**src/rtl/alu_pkg.sv**
```systemverilog
// Shared ALU operation codes and MIPS opcode/funct field constants.
package alu_pkg;

  localparam int unsigned ALU_OP_W = 5;
  localparam int unsigned OPC_W    = 6;
  localparam int unsigned FUNCT_W  = 6;
  localparam int unsigned SHAMT_W  = 5;

  // ALU operation codes
  localparam logic [ALU_OP_W-1:0] ALU_ADD   = 5'b00000;
  localparam logic [ALU_OP_W-1:0] ALU_SUB   = 5'b00001;
  localparam logic [ALU_OP_W-1:0] ALU_MUL   = 5'b00010;
  localparam logic [ALU_OP_W-1:0] ALU_AND   = 5'b00011;
  localparam logic [ALU_OP_W-1:0] ALU_OR    = 5'b00100;
  localparam logic [ALU_OP_W-1:0] ALU_XOR   = 5'b00101;
  localparam logic [ALU_OP_W-1:0] ALU_NOR   = 5'b00110;
  localparam logic [ALU_OP_W-1:0] ALU_SLL   = 5'b00111;
  localparam logic [ALU_OP_W-1:0] ALU_SRL   = 5'b01000;
  localparam logic [ALU_OP_W-1:0] ALU_ROTR  = 5'b01001;
  localparam logic [ALU_OP_W-1:0] ALU_SRA   = 5'b01010;
  localparam logic [ALU_OP_W-1:0] ALU_SEH   = 5'b01011;
  localparam logic [ALU_OP_W-1:0] ALU_ADDU  = 5'b01100;
  localparam logic [ALU_OP_W-1:0] ALU_MULTU = 5'b01101;
  localparam logic [ALU_OP_W-1:0] ALU_SLT   = 5'b01110;
  localparam logic [ALU_OP_W-1:0] ALU_SEB   = 5'b01111;
  localparam logic [ALU_OP_W-1:0] ALU_SLTU  = 5'b10000;
  localparam logic [ALU_OP_W-1:0] ALU_SLLV  = 5'b10001;
  localparam logic [ALU_OP_W-1:0] ALU_SRLV  = 5'b10010;
  localparam logic [ALU_OP_W-1:0] ALU_SRAV  = 5'b10011;
  localparam logic [ALU_OP_W-1:0] ALU_ROTRV = 5'b10100;
  localparam logic [ALU_OP_W-1:0] ALU_MOV   = 5'b10101;

  // Opcodes
  localparam logic [OPC_W-1:0] OPC_SPECIAL  = 6'b000000;
  localparam logic [OPC_W-1:0] OPC_ADDI     = 6'b001000;
  localparam logic [OPC_W-1:0] OPC_ADDIU    = 6'b001001;
  localparam logic [OPC_W-1:0] OPC_SLTI     = 6'b001010;
  localparam logic [OPC_W-1:0] OPC_SLTIU    = 6'b001011;
  localparam logic [OPC_W-1:0] OPC_ANDI     = 6'b001100;
  localparam logic [OPC_W-1:0] OPC_ORI      = 6'b001101;
  localparam logic [OPC_W-1:0] OPC_XORI     = 6'b001110;
  localparam logic [OPC_W-1:0] OPC_SPECIAL2 = 6'b011100;
  localparam logic [OPC_W-1:0] OPC_SPECIAL3 = 6'b011111;

  // SPECIAL funct codes
  localparam logic [FUNCT_W-1:0] FN_SLL   = 6'b000000;
  localparam logic [FUNCT_W-1:0] FN_SRL   = 6'b000010;
  localparam logic [FUNCT_W-1:0] FN_SRA   = 6'b000011;
  localparam logic [FUNCT_W-1:0] FN_SLLV  = 6'b000100;
  localparam logic [FUNCT_W-1:0] FN_SRLV  = 6'b000110;
  localparam logic [FUNCT_W-1:0] FN_SRAV  = 6'b000111;
  localparam logic [FUNCT_W-1:0] FN_MOVZ  = 6'b001010;
  localparam logic [FUNCT_W-1:0] FN_MOVN  = 6'b001011;
  localparam logic [FUNCT_W-1:0] FN_MUL   = 6'b011000;
  localparam logic [FUNCT_W-1:0] FN_MULTU = 6'b011001;
  localparam logic [FUNCT_W-1:0] FN_ADD   = 6'b100000;
  localparam logic [FUNCT_W-1:0] FN_ADDU  = 6'b100001;
  localparam logic [FUNCT_W-1:0] FN_SUB   = 6'b100010;
  localparam logic [FUNCT_W-1:0] FN_AND   = 6'b100100;
  localparam logic [FUNCT_W-1:0] FN_OR    = 6'b100101;
  localparam logic [FUNCT_W-1:0] FN_XOR   = 6'b100110;
  localparam logic [FUNCT_W-1:0] FN_NOR   = 6'b100111;
  localparam logic [FUNCT_W-1:0] FN_SLT   = 6'b101010;
  localparam logic [FUNCT_W-1:0] FN_SLTU  = 6'b101011;

  // SPECIAL2 funct codes
  localparam logic [FUNCT_W-1:0] FN2_MADD  = 6'b000000;
  localparam logic [FUNCT_W-1:0] FN2_MADDU = 6'b000001;
  localparam logic [FUNCT_W-1:0] FN2_MUL   = 6'b000010;
  localparam logic [FUNCT_W-1:0] FN2_MSUB  = 6'b000100;
  localparam logic [FUNCT_W-1:0] FN2_MSUBU = 6'b000101;

  // SPECIAL3 BSHFL funct and shamt selectors
  localparam logic [FUNCT_W-1:0] FN3_BSHFL = 6'b100000;
  localparam logic [SHAMT_W-1:0] SA_SEB    = 5'b10000;
  localparam logic [SHAMT_W-1:0] SA_SEH    = 5'b11000;

endpackage

```
**src/rtl/alu_op_decode.sv**
```systemverilog
// Combinational instruction word to ALU operation code decode.
module alu_op_decode
  import alu_pkg::*;
(
  input  logic [31:0]         i_instr,
  output logic [ALU_OP_W-1:0] o_aluop
);

  logic [OPC_W-1:0]   w_op;
  logic [FUNCT_W-1:0] w_funct;
  logic [SHAMT_W-1:0] w_shamt;
  logic               w_rs0;
  logic               w_unused;

  assign w_op     = i_instr[31:26];
  assign w_funct  = i_instr[5:0];
  assign w_shamt  = i_instr[10:6];
  assign w_rs0    = i_instr[21];
  assign w_unused = ^{i_instr[25:22], i_instr[20:11]};

  // Decode opcode, then funct/sub-fields; anything unrecognised maps to ADD
  always_comb begin
    o_aluop = ALU_ADD;
    case (w_op)
      OPC_SPECIAL: begin
        case (w_funct)
          FN_ADD:   o_aluop = ALU_ADD;
          FN_ADDU:  o_aluop = ALU_ADDU;
          FN_SUB:   o_aluop = ALU_SUB;
          FN_AND:   o_aluop = ALU_AND;
          FN_OR:    o_aluop = ALU_OR;
          FN_XOR:   o_aluop = ALU_XOR;
          FN_NOR:   o_aluop = ALU_NOR;
          FN_SLT:   o_aluop = ALU_SLT;
          FN_SLTU:  o_aluop = ALU_SLTU;
          FN_MUL:   o_aluop = ALU_MUL;
          FN_MULTU: o_aluop = ALU_MULTU;
          FN_SLL:   o_aluop = ALU_SLL;
          // rs[0] distinguishes rotr from srl
          FN_SRL:   o_aluop = w_rs0 ? ALU_ROTR : ALU_SRL;
          FN_SRA:   o_aluop = ALU_SRA;
          FN_SLLV:  o_aluop = ALU_SLLV;
          FN_SRAV:  o_aluop = ALU_SRAV;
          // shamt[0] distinguishes rotrv from srlv
          FN_SRLV:  o_aluop = w_shamt[0] ? ALU_ROTRV : ALU_SRLV;
          FN_MOVZ,
          FN_MOVN:  o_aluop = ALU_MOV;
          default:  o_aluop = ALU_ADD;
        endcase
      end
      OPC_ADDI:  o_aluop = ALU_ADD;
      OPC_ADDIU: o_aluop = ALU_ADDU;
      OPC_SLTI:  o_aluop = ALU_SLT;
      OPC_SLTIU: o_aluop = ALU_SLTU;
      OPC_ANDI:  o_aluop = ALU_AND;
      OPC_ORI:   o_aluop = ALU_OR;
      OPC_XORI:  o_aluop = ALU_XOR;
      OPC_SPECIAL2: begin
        case (w_funct)
          FN2_MADD,
          FN2_MUL,
          FN2_MSUB:  o_aluop = ALU_MUL;
          FN2_MADDU,
          FN2_MSUBU: o_aluop = ALU_MULTU;
          default:   o_aluop = ALU_ADD;
        endcase
      end
      OPC_SPECIAL3: begin
        if (w_funct == FN3_BSHFL) begin
          case (w_shamt)
            SA_SEB:  o_aluop = ALU_SEB;
            SA_SEH:  o_aluop = ALU_SEH;
            default: o_aluop = ALU_ADD;
          endcase
        end
      end
      default: o_aluop = ALU_ADD;
    endcase
  end

endmodule

```
**src/rtl/alu_controller.sv**
```systemverilog
// ALU controller: combinational decode plus an async-reset registered copy.
module alu_controller
  import alu_pkg::*;
(
  input  logic                Clk,
  input  logic                Rst,
  input  logic [31:0]         Instruction,
  output logic [ALU_OP_W-1:0] ALUOp,
  output logic [ALU_OP_W-1:0] ALUOpReg
);

  logic [ALU_OP_W-1:0] w_aluop;
  logic [ALU_OP_W-1:0] r_aluop;

  alu_op_decode u_decode (
    .i_instr (Instruction),
    .o_aluop (w_aluop)
  );

  // Capture the decode every cycle; reset clears immediately
  always_ff @(posedge Clk or posedge Rst) begin
    if (Rst) r_aluop <= ALU_ADD;
    else     r_aluop <= w_aluop;
  end

  assign ALUOp    = w_aluop;
  assign ALUOpReg = r_aluop;

endmodule

```
**config.mk**
```make
export PLATFORM = sky130hd
export DESIGN_NAME = alu_controller
export DESIGN_NICKNAME = d
export VERILOG_FILES = /design/src/rtl/alu_pkg.sv /design/src/rtl/alu_op_decode.sv /design/src/rtl/alu_controller.sv
export SDC_FILE = /design/constraint.sdc
export NUM_CORES = 1
export LEC_CHECK = 0
export BUFFER_PORTS_ARGS = -buffer_cell sky130_fd_sc_hd__buf_2
export CAP_MARGIN = 10
export CELL_PAD_IN_SITES_DETAIL_PLACEMENT = 1
export CELL_PAD_IN_SITES_GLOBAL_PLACEMENT = 1
export CORE_ASPECT_RATIO = 1.5
export CORE_MARGIN = 8
export CORE_UTILIZATION = 24
export CTS_BUF_LIST = sky130_fd_sc_hd__clkbuf_16
export DETAILED_ROUTE_END_ITERATION = 12
export HOLD_SLACK_MARGIN = 0.12
export MAX_ROUTING_LAYER = met4
export PLACE_DENSITY = 0.77
export SETUP_SLACK_MARGIN = 0.15
export SYNTH_ARGS = -nofsm -noshare
export SYNTH_HDL_FRONTEND = slang
export SYNTH_HIERARCHICAL = 1
export SYNTH_SLANG_ARGS = --single-unit
```
**constraint.sdc**
```tcl
create_clock -name Clk -period 1.5 [get_ports Clk]
set_clock_uncertainty 0.15 [all_clocks]
set_input_delay 0.075 -clock Clk [delete_from_list [all_inputs] [get_ports Clk]]
set_output_delay 0.075 -clock Clk [all_outputs]
set_load 0.01 [all_outputs]
```
==> key figures <==
Run status
  • Status: finished with violations
  • Failing checks: negative setup slack

Timing
  • Slew Limit Fails: 0
  • Unrepaired setup endpoints after global routing: yes
  • Final setup vio count: 6
  • Fmax: ~500 MHz
  • Actual slew at the worst max-slew pin: about 0.40 ns
  • Final period utilization: 130%
  • Final worst slack: -0.451 ns
  • Hold_ws: between 0.1 and 0.15 ns
  • Post-route setup TNS: -1.68 ns
  • Fin. Hold Viols: 0
  • Crit path time final: 1.95 ns
  • Worst slew margin: 73.0%

Clock network
  • CTS root buf: clkbuf_16
  • Clock Path Buffers: 2
  • Worst-path clk slew: around 0.03 ns
  • CTS Sinks: 5
  • Clock buffer count from CTS: 3
  • Htree depth: 1
  • CTS tree: done

Logic synthesis
  • Mean Syn Cell Area: 6.74 um2
  • Leading area contributor after synthesis: dfrtp_1
  • Cell count after synthesis: about 100
  • Post-synth EDFFs: 0
  • Yosys top cell area share: about a fifth
  • Sequential-to-total area share from yosys stat: about a fifth
  • Synth cell types: 34
  • Ys async rst share: between 90% and 100%
  • Seq cells post-synth: 5
  • Yosys Warn Count: 6
  • Syn_nets: around 130
  • Syn Std Cell Area: around 670 um2
  • Ys flop type: dfrtp_1
  • Synth area leaders: dfrtp_1 19%, nand2_1 6.2%, nor2_1 5.6%

Cells and area
  • Nets: between 150 and 200
  • Layout cell share with drive strength beyond 1: around 55%
  • Area Overhead vs Synth: 101%
  • Highest-count cells in the layout ignoring fill and taps: 23 x buf_2, 22 x buf_4, 10 x buf_6, 10 x nand2_1, 9 x nor2_1
  • Fill cell count: 347
  • Commonest non-fill, non-tap cell in the layout: buf_2
  • N_diodes: 0
  • Largest register FFs: 5

Global route
  • Remaining Overflow, GRT: 0
  • Gr usage total: 14.8%
  • Pin count of the biggest net entering global routing: 16
  • Number of global-route vias before repair: ~1100
  • Initial antenna violation count: 0
  • First-pass GRT wire length: 5350 um

Worst setup path
  • Startpoint Class: input pin
  • Top delay family on crit path: simple AND/OR/NAND/NOR gates
  • Crit path arrival time: 1.73 ns
  • Critical path class: in2out
  • Buf+Inv Stages, Crit Path: 2
  • Worst path slowest cell: or4_4
  • Crit-path max FO: 2
  • CP cell instances: buf_6, or3_4, or3_1, or4_4, o2111ai_4, buf_6
  • Max stage delay on crit path: between 0.4 and 0.5 ns
  • Crit path from: Instruction[1]
  • CP most frequent cell: buf_6
  • Crit. End Element: primary output
  • Required time of the critical path: 1.27 ns
  • Critical Path Stages: 6

Worst hold path
  • Worst hold start: Instruction[28]
  • Cells on Worst Hold Path: 3
  • Worst hold path class: in2reg

Die
  • Std-Cell Core Area: between 2000 and 3000 um2
  • Die Wd: 59.0 um
  • Initial core utilization: 25.2%
  • DIE HEIGHT: slightly above 80 um
  • Die ar.: 4760 um2
  • Io pins: 44
  • Site row count: 23

Placed design
  • Port Buffers: 29
  • Detail Placement HPWL: 2360 um
  • Gp weighted congestion: 0.940

Job
  • Number of max-cap violations: 0

Power
  • Peak supply drop: approximately 0.42 mV
  • Power per Cell Area: around 620 nW/um2
  • Total leakage power: 0.623 nW
  • Final Power: 0.829 mW

Detailed routing
  • DR WL/cell: approximately 19 um
  • Via/cell ratio: 5.35
  • DRC viols: 0
  • Detailed Route Iter0 Violations: 8
  • Routed WL: approximately 3600 um
  • ANT nets after route: 0
  • Detailed-route via count: slightly above 1000
  • TritonRoute pass-1 iters: 4
==> cells in the mapped netlist (all sizes together) (3+ instances only) <==
cell,n
clkbuf,8
nand2b,4
nand2,11
inv,4
nand3,4
dfrtp,5
nor4,4
a21oi,7
nor2,10
o21ai,7
nor2b,4
or3,3
and3b,3
==> cell type report <==
class / instances / area (um2) / share of cell area (%)
Clock buffer: 3 / 75.1 / 5.61
Clock inverter: 1 / 3.75 / 0.281
Inverter: 4 / 15.0 / 1.12
Multi-Input combinational cell: 82 / 619 / 46.3
Sequential cell: 5 / 125 / 9.35
Tap cell: 37 / 46.3 / 3.46
Timing Repair Buffer: 59 / 453 / 33.9
==> cell families after synthesis <==
| group | synth area share (%) |
|---|---|
| XOR/XNOR | 1.31 |
| buffers and inverters | 6.75 |
| flip-flops | 18.8 |
| AO/OA/AOI/OAI | 28.7 |
| AND/OR/NAND/NOR | 44.5 |
==> where the power goes <==
part / total, mW / internal, mW / leakage, nW / switching, mW
Clock: 0.429 / 0.345 / 0.0423 / 0.0841
Combinational: 0.261 / 0.131 / 0.512 / 0.130
Sequential: 0.140 / 0.139 / 0.0690 / 0.000751
==> routing by layer <==
metal | GRT usage (%) | vias to the layer above | wire [um]
met4 | 8.17 | 0 | 131
met2 | 28.7 | 39 | 2060
met1 | 12.4 | 496 | 1210
li1 | - | 473 | -
met3 | 3.35 | 14 | 190
met5 | - | - | 0
==> metrics by stage <==
stage / setup slack, ns / std cells / util, % / instance area [um2]
3_5_place_dp: -0.455 / 176 / 37.4 / 990
6_report: -0.451 / 191 / 50.5 / 1340
4_1_cts: -0.423 / 187 / 46.3 / 1220
2_1_floorplan: -0.194 / 99 / - / 709
3_3_place_gp: -0.443 / 176 / 37.4 / 990
5_1_grt: -0.482 / 191 / 50.5 / 1340
==> path summary, 6_finish.rpt <==
path	slack (ns)	to
setup / recovery	-0.45	ALUOp[2]
hold / removal	0.14	ALUOpReg[0]$_DFF_PP0_
max in group asynchronous	0.85	ALUOpReg[4]$_DFF_PP0_
min in group asynchronous	0.17	ALUOpReg[2]$_DFF_PP0_
==> worst min-delay path, cell delays in order <==
cell and delay (ns):
buf_2 0.13, nand3_1 0.10, o211ai_1 0.14
==> timing repair <==
| action | CTS | global route |
|---|---|---|
| hold endpoints to repair | 6 | 0 |
| buffers inserted | 5 | 4 |
| gates resized for setup | 22 | 14 |
| endpoints found under the setup margin | 7 | 9 |
| hold buffers | 2 | 0 |
| pin swaps | 7 | 4 |
(Power assumes the default switching activity.)
